===== src/rtl/eeprom_read_if.sv =====
// Host request/status and bit-engine handshake signals for the EEPROM read manager.
// master: the read manager itself; slave: the host plus the bit engine facing it.
interface eeprom_read_if;
  logic        read_start;
  logic [15:0] rd_addr;
  logic [7:0]  rd_len;
  logic [1:0]  com;
  logic        en;
  logic        is_done;
  logic        bit_in;
  logic [7:0]  data_out;
  logic        data_valid;
  logic        busy;
  logic        done;
  logic        error;

  modport master (
    input  read_start, rd_addr, rd_len, is_done, bit_in,
    output com, en, data_out, data_valid, busy, done, error
  );

  modport slave (
    output read_start, rd_addr, rd_len, is_done, bit_in,
    input  com, en, data_out, data_valid, busy, done, error
  );
endinterface


===== src/rtl/eeprom_read_manager.sv =====
// Sequential-read transaction sequencer for an I2C EEPROM. It drives a bit engine
// one command at a time (START, STOP, bit 0, bit 1/release) and collects read bytes.
module eeprom_read_manager #(
  parameter logic [3:0] CTRL_CODE = 4'b1010,
  parameter logic [2:0] CHIP_SEL  = 3'b000
) (
  input  logic          clk,
  input  logic          rst_n,
  eeprom_read_if.master bus
);

  typedef enum logic [3:0] {
    ST_IDLE, ST_ZERO, ST_START1, ST_WBYTE, ST_WACK,
    ST_START2, ST_RBIT, ST_MACK, ST_STOP
  } state_t;

  // Each command goes ARM (wait for engine idle) -> CMD (en high) -> REL (wait is_done low).
  typedef enum logic [1:0] {PH_ARM, PH_CMD, PH_REL} phase_t;

  state_t      state, state_nx;
  phase_t      phase, phase_nx;
  logic [15:0] addr_q;
  logic [7:0]  byte_cnt;
  logic [3:0]  bit_cnt;
  logic [1:0]  byte_idx;
  logic [7:0]  shreg;
  logic        samp_q;
  logic        nack_q;
  logic [7:0]  tx_byte;
  logic [7:0]  tx_shift;
  logic        fire, adv;
  logic        accept, capture, shift, bit_clr, bit_inc, idx_inc;
  logic        dec_byte, load_data, set_nack, finish;

  assign fire = (phase == PH_CMD) && bus.is_done;
  assign adv  = (phase == PH_REL) && !bus.is_done;

  // Byte being written: write control, address high, address low, read control.
  always_comb begin
    tx_byte = {CTRL_CODE, CHIP_SEL, 1'b0};
    case (byte_idx)
      2'd1:    tx_byte = addr_q[15:8];
      2'd2:    tx_byte = addr_q[7:0];
      2'd3:    tx_byte = {CTRL_CODE, CHIP_SEL, 1'b1};
      default: tx_byte = {CTRL_CODE, CHIP_SEL, 1'b0};
    endcase
  end

  // MSB-first bit selection without indexing by the 4-bit counter.
  assign tx_shift = tx_byte << bit_cnt;

  // State and handshake-phase register.
  always_ff @(posedge clk or negedge rst_n) begin
    if (!rst_n) begin
      state <= ST_IDLE;
      phase <= PH_CMD;
    end else begin
      state <= state_nx;
      phase <= phase_nx;
    end
  end

  // Next-state logic and datapath strobes.
  always_comb begin
    state_nx  = state;
    phase_nx  = phase;
    accept    = 1'b0;
    capture   = 1'b0;
    shift     = 1'b0;
    bit_clr   = 1'b0;
    bit_inc   = 1'b0;
    idx_inc   = 1'b0;
    dec_byte  = 1'b0;
    load_data = 1'b0;
    set_nack  = 1'b0;
    finish    = 1'b0;
    case (state)
      ST_IDLE: begin
        if (bus.read_start) begin
          accept   = 1'b1;
          phase_nx = PH_ARM;
          state_nx = (bus.rd_len == 8'd0) ? ST_ZERO : ST_START1;
        end
      end
      ST_ZERO: begin
        finish   = 1'b1;
        state_nx = ST_IDLE;
      end
      ST_START1, ST_WBYTE, ST_WACK, ST_START2, ST_RBIT, ST_MACK, ST_STOP: begin
        if ((phase == PH_ARM) && !bus.is_done) phase_nx = PH_CMD;
        if (fire) begin
          phase_nx = PH_REL;
          capture  = 1'b1;
        end
        if (adv) phase_nx = PH_CMD;
        case (state)
          ST_START1, ST_START2: if (adv) state_nx = ST_WBYTE;
          ST_WBYTE: begin
            if (adv) begin
              if (bit_cnt == 4'd7) begin
                bit_clr  = 1'b1;
                state_nx = ST_WACK;
              end else begin
                bit_inc = 1'b1;
              end
            end
          end
          ST_WACK: begin
            if (adv) begin
              if (samp_q) begin
                set_nack = 1'b1;
                state_nx = ST_STOP;
              end else if (byte_idx == 2'd2) begin
                idx_inc  = 1'b1;
                state_nx = ST_START2;
              end else if (byte_idx == 2'd3) begin
                state_nx = ST_RBIT;
              end else begin
                idx_inc  = 1'b1;
                state_nx = ST_WBYTE;
              end
            end
          end
          ST_RBIT: begin
            shift = fire;
            if (adv) begin
              if (bit_cnt == 4'd7) begin
                bit_clr   = 1'b1;
                load_data = 1'b1;
                state_nx  = ST_MACK;
              end else begin
                bit_inc = 1'b1;
              end
            end
          end
          ST_MACK: begin
            if (adv) begin
              if (byte_cnt == 8'd1) begin
                state_nx = ST_STOP;
              end else begin
                dec_byte = 1'b1;
                state_nx = ST_RBIT;
              end
            end
          end
          ST_STOP: begin
            if (fire) begin
              finish   = 1'b1;
              phase_nx = PH_CMD;
              state_nx = ST_IDLE;
            end
          end
          default: ;
        endcase
      end
      default: begin
        set_nack = 1'b1;
        phase_nx = PH_ARM;
        state_nx = ST_STOP;
      end
    endcase
  end

  // Bit-engine command outputs; idle level is STOP with enable low.
  always_comb begin
    bus.en  = 1'b0;
    bus.com = 2'b01;
    case (state)
      ST_START1, ST_START2: bus.com = 2'b10;
      ST_WBYTE:             bus.com = {tx_shift[7], tx_shift[7]};
      ST_WACK, ST_RBIT:     bus.com = 2'b11;
      ST_MACK:              bus.com = (byte_cnt == 8'd1) ? 2'b11 : 2'b00;
      default:              bus.com = 2'b01;
    endcase
    if ((state != ST_IDLE) && (state != ST_ZERO) && (phase == PH_CMD)) bus.en = 1'b1;
  end

  // Transaction registers, counters and host-visible status.
  always_ff @(posedge clk or negedge rst_n) begin
    if (!rst_n) begin
      addr_q         <= '0;
      byte_cnt       <= '0;
      bit_cnt        <= '0;
      byte_idx       <= '0;
      shreg          <= '0;
      samp_q         <= 1'b0;
      nack_q         <= 1'b0;
      bus.data_out   <= '0;
      bus.data_valid <= 1'b0;
      bus.busy       <= 1'b0;
      bus.done       <= 1'b0;
      bus.error      <= 1'b0;
    end else begin
      bus.data_valid <= load_data;
      bus.done       <= finish;
      if (accept) begin
        addr_q    <= bus.rd_addr;
        byte_cnt  <= bus.rd_len;
        bit_cnt   <= '0;
        byte_idx  <= '0;
        nack_q    <= 1'b0;
        bus.error <= 1'b0;
        bus.busy  <= 1'b1;
      end
      if (capture) samp_q <= bus.bit_in;
      if (shift) shreg <= {shreg[6:0], bus.bit_in};
      if (bit_clr) bit_cnt <= '0;
      else if (bit_inc) bit_cnt <= bit_cnt + 4'd1;
      if (idx_inc) byte_idx <= byte_idx + 2'd1;
      if (dec_byte) byte_cnt <= byte_cnt - 8'd1;
      if (load_data) bus.data_out <= shreg;
      if (set_nack) nack_q <= 1'b1;
      if (finish) begin
        bus.busy  <= 1'b0;
        bus.error <= nack_q;
      end
    end
  end

endmodule


===== src/flat_wrapper.sv =====
// flat-port wrapper written by rule: the top's interface ports become plain ports
module eeprom_read_manager_flat 
#(
  parameter logic [3:0] CTRL_CODE = 4'b1010,
  parameter logic [2:0] CHIP_SEL  = 3'b000
)
  (clk, rst_n, bus_read_start, bus_rd_addr, bus_rd_len, bus_is_done, bus_bit_in, bus_com, bus_en, bus_data_out, bus_data_valid, bus_busy, bus_done, bus_error);
  eeprom_read_if bus_i ();
  input  logic clk;
  input  logic rst_n;
  input wire logic [$bits(bus_i.read_start)-1:0] bus_read_start;
  input wire logic [$bits(bus_i.rd_addr)-1:0] bus_rd_addr;
  input wire logic [$bits(bus_i.rd_len)-1:0] bus_rd_len;
  input wire logic [$bits(bus_i.is_done)-1:0] bus_is_done;
  input wire logic [$bits(bus_i.bit_in)-1:0] bus_bit_in;
  output wire logic [$bits(bus_i.com)-1:0] bus_com;
  output wire logic [$bits(bus_i.en)-1:0] bus_en;
  output wire logic [$bits(bus_i.data_out)-1:0] bus_data_out;
  output wire logic [$bits(bus_i.data_valid)-1:0] bus_data_valid;
  output wire logic [$bits(bus_i.busy)-1:0] bus_busy;
  output wire logic [$bits(bus_i.done)-1:0] bus_done;
  output wire logic [$bits(bus_i.error)-1:0] bus_error;
  assign bus_i.read_start = bus_read_start;
  assign bus_i.rd_addr = bus_rd_addr;
  assign bus_i.rd_len = bus_rd_len;
  assign bus_i.is_done = bus_is_done;
  assign bus_i.bit_in = bus_bit_in;
  assign bus_com = bus_i.com;
  assign bus_en = bus_i.en;
  assign bus_data_out = bus_i.data_out;
  assign bus_data_valid = bus_i.data_valid;
  assign bus_busy = bus_i.busy;
  assign bus_done = bus_i.done;
  assign bus_error = bus_i.error;
  eeprom_read_manager #(.CTRL_CODE(CTRL_CODE), .CHIP_SEL(CHIP_SEL)) u_core (.clk(clk), .rst_n(rst_n), .bus(bus_i));
endmodule

===== config.mk =====
export PLATFORM = sky130hd
export DESIGN_NAME = eeprom_read_manager_flat
export DESIGN_NICKNAME = d
export VERILOG_FILES = /design/src/rtl/eeprom_read_if.sv /design/src/rtl/eeprom_read_manager.sv /design/src/flat_wrapper.sv
export SDC_FILE = /design/constraint.sdc
export NUM_CORES = 1
export LEC_CHECK = 0
export BUFFER_PORTS_ARGS = -buffer_cell sky130_fd_sc_hd__buf_2
export CAP_MARGIN = 10
export CORE_UTILIZATION = 25
export DETAILED_ROUTE_END_ITERATION = 10
export HOLD_SLACK_MARGIN = 0.15
export SETUP_SLACK_MARGIN = 0.05
export SLEW_MARGIN = 40
export SYNTH_ARGS = -nofsm -noshare
export SYNTH_HDL_FRONTEND = slang
export SYNTH_SLANG_ARGS = --single-unit
export TNS_END_PERCENT = 100

===== constraint.sdc =====
create_clock -name clk -period 2 [get_ports clk]
set_input_delay 0.3 -clock clk [delete_from_list [all_inputs] [get_ports clk]]
set_output_delay 0.3 -clock clk [all_outputs]
set_load 0.02 [all_outputs]

==> results of run 1 <==
-- metal layers --
| metal | routed length [um] | GRT usage (%) | vias up |
|---|---|---|---|
| li1 | - | - | 1353 |
| met1 | 3860 | 17.9 | 1391 |
| met2 | 4350 | 23.2 | 51 |
| met3 | 354 | 4.18 | 15 |
| met4 | 147 | 4.74 | 0 |
| met5 | 0 | 0 | - |
-- cells by family (layout without fill, tap and decap cells) --
kind of cell / after synthesis / count (layout) / synth area share (%)
XOR/XNOR: 1 / 1 / 0.283
buffers and inverters: 26 / 135 / 3.32
AO/OA/AOI/OAI: 66 / 66 / 15.9
adder cells (fa/ha/maj): 8 / 8 / 3.24
flip-flops: 58 / 58 / 47.0
multiplexers: 22 / 22 / 7.89
AND/OR/NAND/NOR: 139 / 139 / 22.4
-- registers in the layout (all words and copies together) (netlist names), 2 cells and up --
register,flops
u_core.bit_cnt,4
u_core.state,4
u_core.bus.data_out,8
u_core.byte_cnt,8
u_core.byte_idx,2
u_core.phase,2
u_core.addr_q,16
u_core.shreg,8
-- worst max-delay path: stages (launching register included) --
cell and delay, ns:
dfrtp_2 0.42, inv_2 0.08, ha_4 0.18, buf_6 0.13, a22oi_1 0.19, a21oi_2 0.09, nor3b_2 0.25, nor4_4 0.09
a2111o_1 0.37, buf_6 0.14
-- cells in the final DEF, fill, tap and decap left out, types with 3 or more instances in the layout --
cell type  instances
buf_6             13
inv_2              3
nor2_2             3
o21a_1             4
clkbuf_16          9
nor4_1             4
bufinv_16          3
a21oi_1           11
nor3b_2            4
nor2_1            13
a221oi_2           3
mux2_2            18
ha_4               7
clkinv_4           3
nor3_1             5
mux2i_1            3
nand2_1           70
a32oi_1            3
nand2b_1           3
buf_12             3
a21oi_2            4
nand3_1            9
a31oi_1            3
dfrtp_1           53
o21ai_0            9
buf_2             41
a22oi_1            3
buf_4             50
inv_1              8
dfrtp_2            4
-- power by group through the flow --
stage               logic, mW  registers (mW)  clock network (mW)
global placement         2.36            1.87                   0
detailed placement       2.39            1.87                   0
floorplan                1.48            1.84                   0
finish                   2.92            1.90                1.82
CTS                      2.62            1.88                1.84
global route             3.21            1.95                1.91
-- metrics by stage --
| stage | utilization, % | setup TNS (ns) |
|---|---|---|
| after detailed placement | 31.9 | -0.506 |
| after floorplan | - | 0 |
| after CTS | 36.6 | -1.02 |
| after global placement | 31.9 | -0.489 |
| after global routing | 38.5 | -1.52 |
| final | 38.5 | -1.06 |
-- cell type report --
class / count / area (sq um)
Multi-Input combinational cell: 236 / 1790
Timing Repair Buffer: 108 / 797
Inverter: 11 / 41.3
Fill cell: 1185 / 7390
Clock inverter: 7 / 125
Sequential cell: 58 / 1460
Tap cell: 147 / 184
Clock buffer: 9 / 225
-- worst min-delay path by stage --
stage	from	endpoint	slack, ns	depth (start not counted)
finish	bus_rd_addr[13]	u_core.addr_q[13]$_DFFE_PN0P_	0.16	3
global route	bus_rd_addr[13]	u_core.addr_q[13]$_DFFE_PN0P_	0.17	3
CTS	bus_rd_addr[13]	u_core.addr_q[13]$_DFFE_PN0P_	0.16	3
detailed placement	rst_n	u_core.byte_cnt[4]$_DFFE_PN0P_	0.29	2
global placement	rst_n	u_core.byte_cnt[2]$_DFFE_PN0P_	0.31	2
floorplan	rst_n	u_core.addr_q[0]$_DFFE_PN0P_	0.004	0
-- timing repair --
item / in CTS / in global routing
endpoints found under the setup margin: 6 / 17
pin swaps: 8 / 21
buffers inserted: 9 / 11
gates resized for setup: 29 / 33
hold buffers: 1 / 0
endpoints found under the hold margin: 57 / 0
==> summary.md, run 1 <==
| Metric | Value |
|---|---|
| DRT iter0 DRCs | 83 |
| Final nets | 461 |
| TritonCTS buffer count | 9 |
| Number of global-route vias before repair | 2865 |
| Worst endpoint data arrival time | 2.26 ns |
| Placer Congestion | 0.843 |
| Final Hold Viols | 0 |
| Number of max-cap violations | 0 |
| Antenna Cells | 0 |
| Reg2reg start | u_core.byte_cnt[1]$_DFFE_PN0P_ |
| Total core area | 12000 sq um |
| Clock Latency Late Sink | 0.33 ns |
| Peak Freq | 0.391 GHz |
| Worst Setup SP | u_core.byte_idx[1]$_DFFE_PN0P_ |
| Final setup margin | -0.556 ns |
| DRC errors left | 0 |
| CTS tree | yes |
| EDFF count, synth | 0 |
| Lkg Pwr | 2.16 nW |
| Placed Cells | 541 |
| Crit end category | primary output |
| Finished Layout Cells | 576 |
| Synth Net Count | 357 |
| Layout Area Growth over Synthesis | 49.5% |
| Max VDD drop | 0.000868 V |
| # H-tree levels | 3 |
| Via density | 4.88 |
| 1st-pass router iterations | 4 |
| Slew @ Worst Pin | 0.398 ns |
| Layout Skew | 0.00899 ns |
| Most numerous cell in the Yosys netlist | nand2_1 |
| Warnings, synthesis | 0 |
| Setup slack, reg-to-reg | -0.01 ns |
| Required time worst endpoint | 1.70 ns |
| Hold Crit Class | in -> reg |
| Clock power frac | 27.4% |
| Outcome | complete, but fails checks |
| Minimum clock period | 2.56 ns |
| Clk buf depth | 2 |
| Switching pwr | 2.39 mW |
| Initial antenna violation count | 0 |
| Area contributors post-synth | dfrtp_1 46%, nand2_1 8.7%, mux2_2 6.6%, ha_1 3.2%, a21oi_1 2.4% |
| Global-route usage over all layers | 14.2% |
| Setup violation total in the final timing report | 3 |
| Crit-path max FO | 5 |
| Port buffer count | 43 |
| RSZ-0062 raised after global routing | yes |
| Cell Int Power | 4.25 mW |
| Placement row count | 40 |
| Worst-path clk slew | 0.05 ns |
| Mean Syn Cell Area | 9.66 sq um |
| FF-to-FF End | u_core.byte_cnt[4]$_DFFE_PN0P_ |
| Syn Inst Count | 320 |
| Via count | 2810 |
| Failing checks | negative setup slack |
| Fin. max-slew vios | 0 |
| Post-synth top area cell | dfrtp_1 |
| Die Wd | 113 um |
| CTS sink count | 58 |
| Sw frac | 36.0% |
| Pre-CTS WS | -0.266 ns |
| Tot Pwr | 6.64 mW |
| DP HPWL | 5700 um |
| Antenna-violating nets left | 0 |
| Seq pwr share | 28.6% |
| Setup crit end | bus_com[0] |
| Die height | 113 um |
| Grt total ovfl | 0 |
| Largest net degree at the start of global routing | 37 |
| Critical path launch point type | flip-flop |
| Initial core utilization | 25.7% |
| Netlist cell types | 58 |
| DR WL/cell | 15.1 um |
| Seq/Total Area, Yosys | 47.0% |
| Hold WS | 0.160 ns |
| Crit path kind | reg -> out |
| Post-Layout Inst Area | 4620 sq um |
| Worst r2r path cells | 8 |
| Fraction of registers with async set/reset | 100% |
| #FFs+latches synth | 58 |
| Fraction of layout cells with a size suffix above 1 | 45.7% |
| Comb pwr share | 44.0% |
| Final critical-path share of the clock period | 128% |
| First-pass GRT wire length | 14400 um |
| Placed cell areas | 3840 sq um |
| Post-Syn Area | 3090 sq um |
| Synth top area share | 46.1% |
| Final wirelength | 8710 um |
| Power Density | 1440 nW/um^2 |
| # IOs | 44 |
| Rel. slew slack | 73.3% |
| Synth cell count leaders | 72 x nand2_1, 57 x dfrtp_1, 18 x mux2_2 |
| Prevailing post-synth register cell | dfrtp_1 |
| Clock root cell | clkbuf_16 |
| DIE AREA | 12800 sq um |
(Power assumes the default switching activity.)
==> inputs of run 2 (changes only) <==
- MAX_ROUTING_LAYER: not set -> met4
==> run 2 against run 1 <==
Register-to-register slack hardly changed. Global-route usage is 0.44 points higher. Final cell count stayed put. The run still ends with negative setup slack left. Highest routed layer unchanged. Clock power hardly changed. Critical path type unchanged. Via count is 0.46% higher. Largest cell class unchanged. Sequential power hardly changed.
==> summary.md, run 2 (same netlist as run 1, synthesis figures left out) <==
| Metric | Value |
|---|---|
| Clk buf depth | 2 |
| CTS tree | yes |
| Clock Latency Late Sink | 0.33 ns |
| Crit end category | primary output |
| Port buffer count | 43 |
| Die height | 113 um |
| 1st-pass router iterations | 4 |
| Critical path launch point type | flip-flop |
| # H-tree levels | 3 |
| Placement row count | 40 |
| Most common cell after layout, fill and taps aside | nand2_1 |
| Worst endpoint data arrival time | 2.26 ns |
| First-pass GRT wire length | 14400 um |
| TritonCTS buffer count | 9 |
| Minimum clock period | 2.56 ns |
| Crit path kind | reg -> out |
| Routed wl met2 | 4370 um |
| Reg with most FFs | u_core.addr_q |
| # IOs | 44 |
| Outcome | complete, but fails checks |
| Hold Crit Class | in -> reg |
| Crit-path max FO | 5 |
| Final nets | 461 |
| Max VDD drop | 0.000867 V |
| DRC errors left | 0 |
| Max reg flops | 16 |
| Via density | 4.90 |
| DR WL/cell | 15.2 um |
| Initial antenna violation count | 0 |
| DP HPWL | 5700 um |
| Required time worst endpoint | 1.70 ns |
| Die Wd | 113 um |
| Final wirelength | 8750 um |
| DR top layer | met4 |
| Setup violation total in the final timing report | 3 |
| Lkg Pwr | 2.16 nW |
| Placer Congestion | 0.857 |
| Global-route usage over all layers | 14.6% |
| Fraction of layout cells with a size suffix above 1 | 45.7% |
| Commonest cells after routing, fill and taps aside | 70 x nand2_1, 53 x dfrtp_1, 50 x buf_4, 41 x buf_2, 18 x mux2_2 |
| WL met3 | 363 um |
| DRT iter0 DRCs | 107 |
| Layout Area Growth over Synthesis | 49.5% |
| Peak Freq | 0.391 GHz |
| CTS sink count | 58 |
| Final critical-path share of the clock period | 128% |
| Worst-path clk slew | 0.05 ns |
| Placed cell areas | 3840 sq um |
| Number of max-cap violations | 0 |
| Total core area | 12000 sq um |
| Via count | 2823 |
| Final Hold Viols | 0 |
| Largest net degree at the start of global routing | 37 |
| Initial core utilization | 25.7% |
| Failing checks | negative setup slack |
| Antenna Cells | 0 |
| Antenna-violating nets left | 0 |
| Final setup margin | -0.557 ns |
| Pre-CTS WS | -0.266 ns |
| Wl on met1 | 3870 um |
| Rel. slew slack | 73.5% |
| Clock root cell | clkbuf_16 |
| DIE AREA | 12800 sq um |
| Power Density | 1440 nW/um^2 |
| Post-Layout Inst Area | 4620 sq um |
| Grt total ovfl | 0 |
| Fin. max-slew vios | 0 |
| Slew @ Worst Pin | 0.395 ns |
| Setup TNS | -1.06 ns |
| Number of global-route vias before repair | 2860 |
| Layout Skew | 0.0104 ns |
| RSZ-0062 raised after global routing | yes |
## run 2: metrics by stage
step / power (mW) / hold WS, ns / cells / util (%)
after floorplan: 3.32 / 0.00441 / 320 / -
after global placement: 4.23 / 0.306 / 541 / 31.9
after detailed placement: 4.26 / 0.294 / 541 / 31.9
after CTS: 6.34 / 0.159 / 567 / 36.6
after global routing: 7.07 / 0.169 / 576 / 38.5
final: 6.65 / 0.159 / 576 / 38.5
## run 2: what timing repair did
| item | in CTS | in global routing |
|---|---|---|
| resized for setup | 29 | 33 |
| buffers inserted | 9 | 11 |
| endpoints found under the hold margin | 57 | 0 |
| setup endpoints to repair | 6 | 17 |
| pin swaps | 8 | 21 |
| hold buffers | 1 | 0 |
| cloned | 0 | 0 |
## run 2: routing by layer
metal  GRT usage [%]  vias up
li1                -     1354
met1            18.0     1395
met2            23.2       57
met3            4.07       17
met4            4.74        0
met5               -        -
## run 2: where the power goes
group / switching, mW / leakage, nW / internal (mW)
clock network: 0.599 / 0.170 / 1.23
registers: 0.351 / 0.746 / 1.55
logic: 1.45 / 1.25 / 1.48
## run 2: final timing paths
kind | startpoint | to | slack [ns] | cells past startpoint
max in group asynchronous | rst_n | u_core.byte_idx[1]$_DFFE_PN0P_ | 1.21 | 3
setup reg to reg | u_core.byte_cnt[1]$_DFFE_PN0P_ | u_core.byte_cnt[4]$_DFFE_PN0P_ | -0.01 | 8
hold reg to reg | u_core.addr_q[2]$_DFFE_PN0P_ | u_core.addr_q[2]$_DFFE_PN0P_ | 0.48 | 2
min in group asynchronous | rst_n | u_core.byte_cnt[2]$_DFFE_PN0P_ | 0.48 | 3
hold / removal | bus_rd_addr[13] | u_core.addr_q[13]$_DFFE_PN0P_ | 0.16 | 3
setup / recovery | u_core.byte_idx[1]$_DFFE_PN0P_ | bus_com[0] | -0.56 | 9
## run 2: cell type report
class	count	area, sq um
well taps	147	184
fillers	1185	7390
multi-input cells	236	1790
flip-flops and latches	58	1460
repair buffers	108	797
clock inverters	7	125
inverters	11	41.3
clock buffers	9	225
## run 2: critical path, cell delays in order (launching register included)
cell and delay (ns):
dfrtp_2 0.42, inv_2 0.08, ha_4 0.18, buf_6 0.13, a22oi_1 0.19, a21oi_2 0.09, nor3b_2 0.25, nor4_4 0.09
a2111o_1 0.37, buf_6 0.14
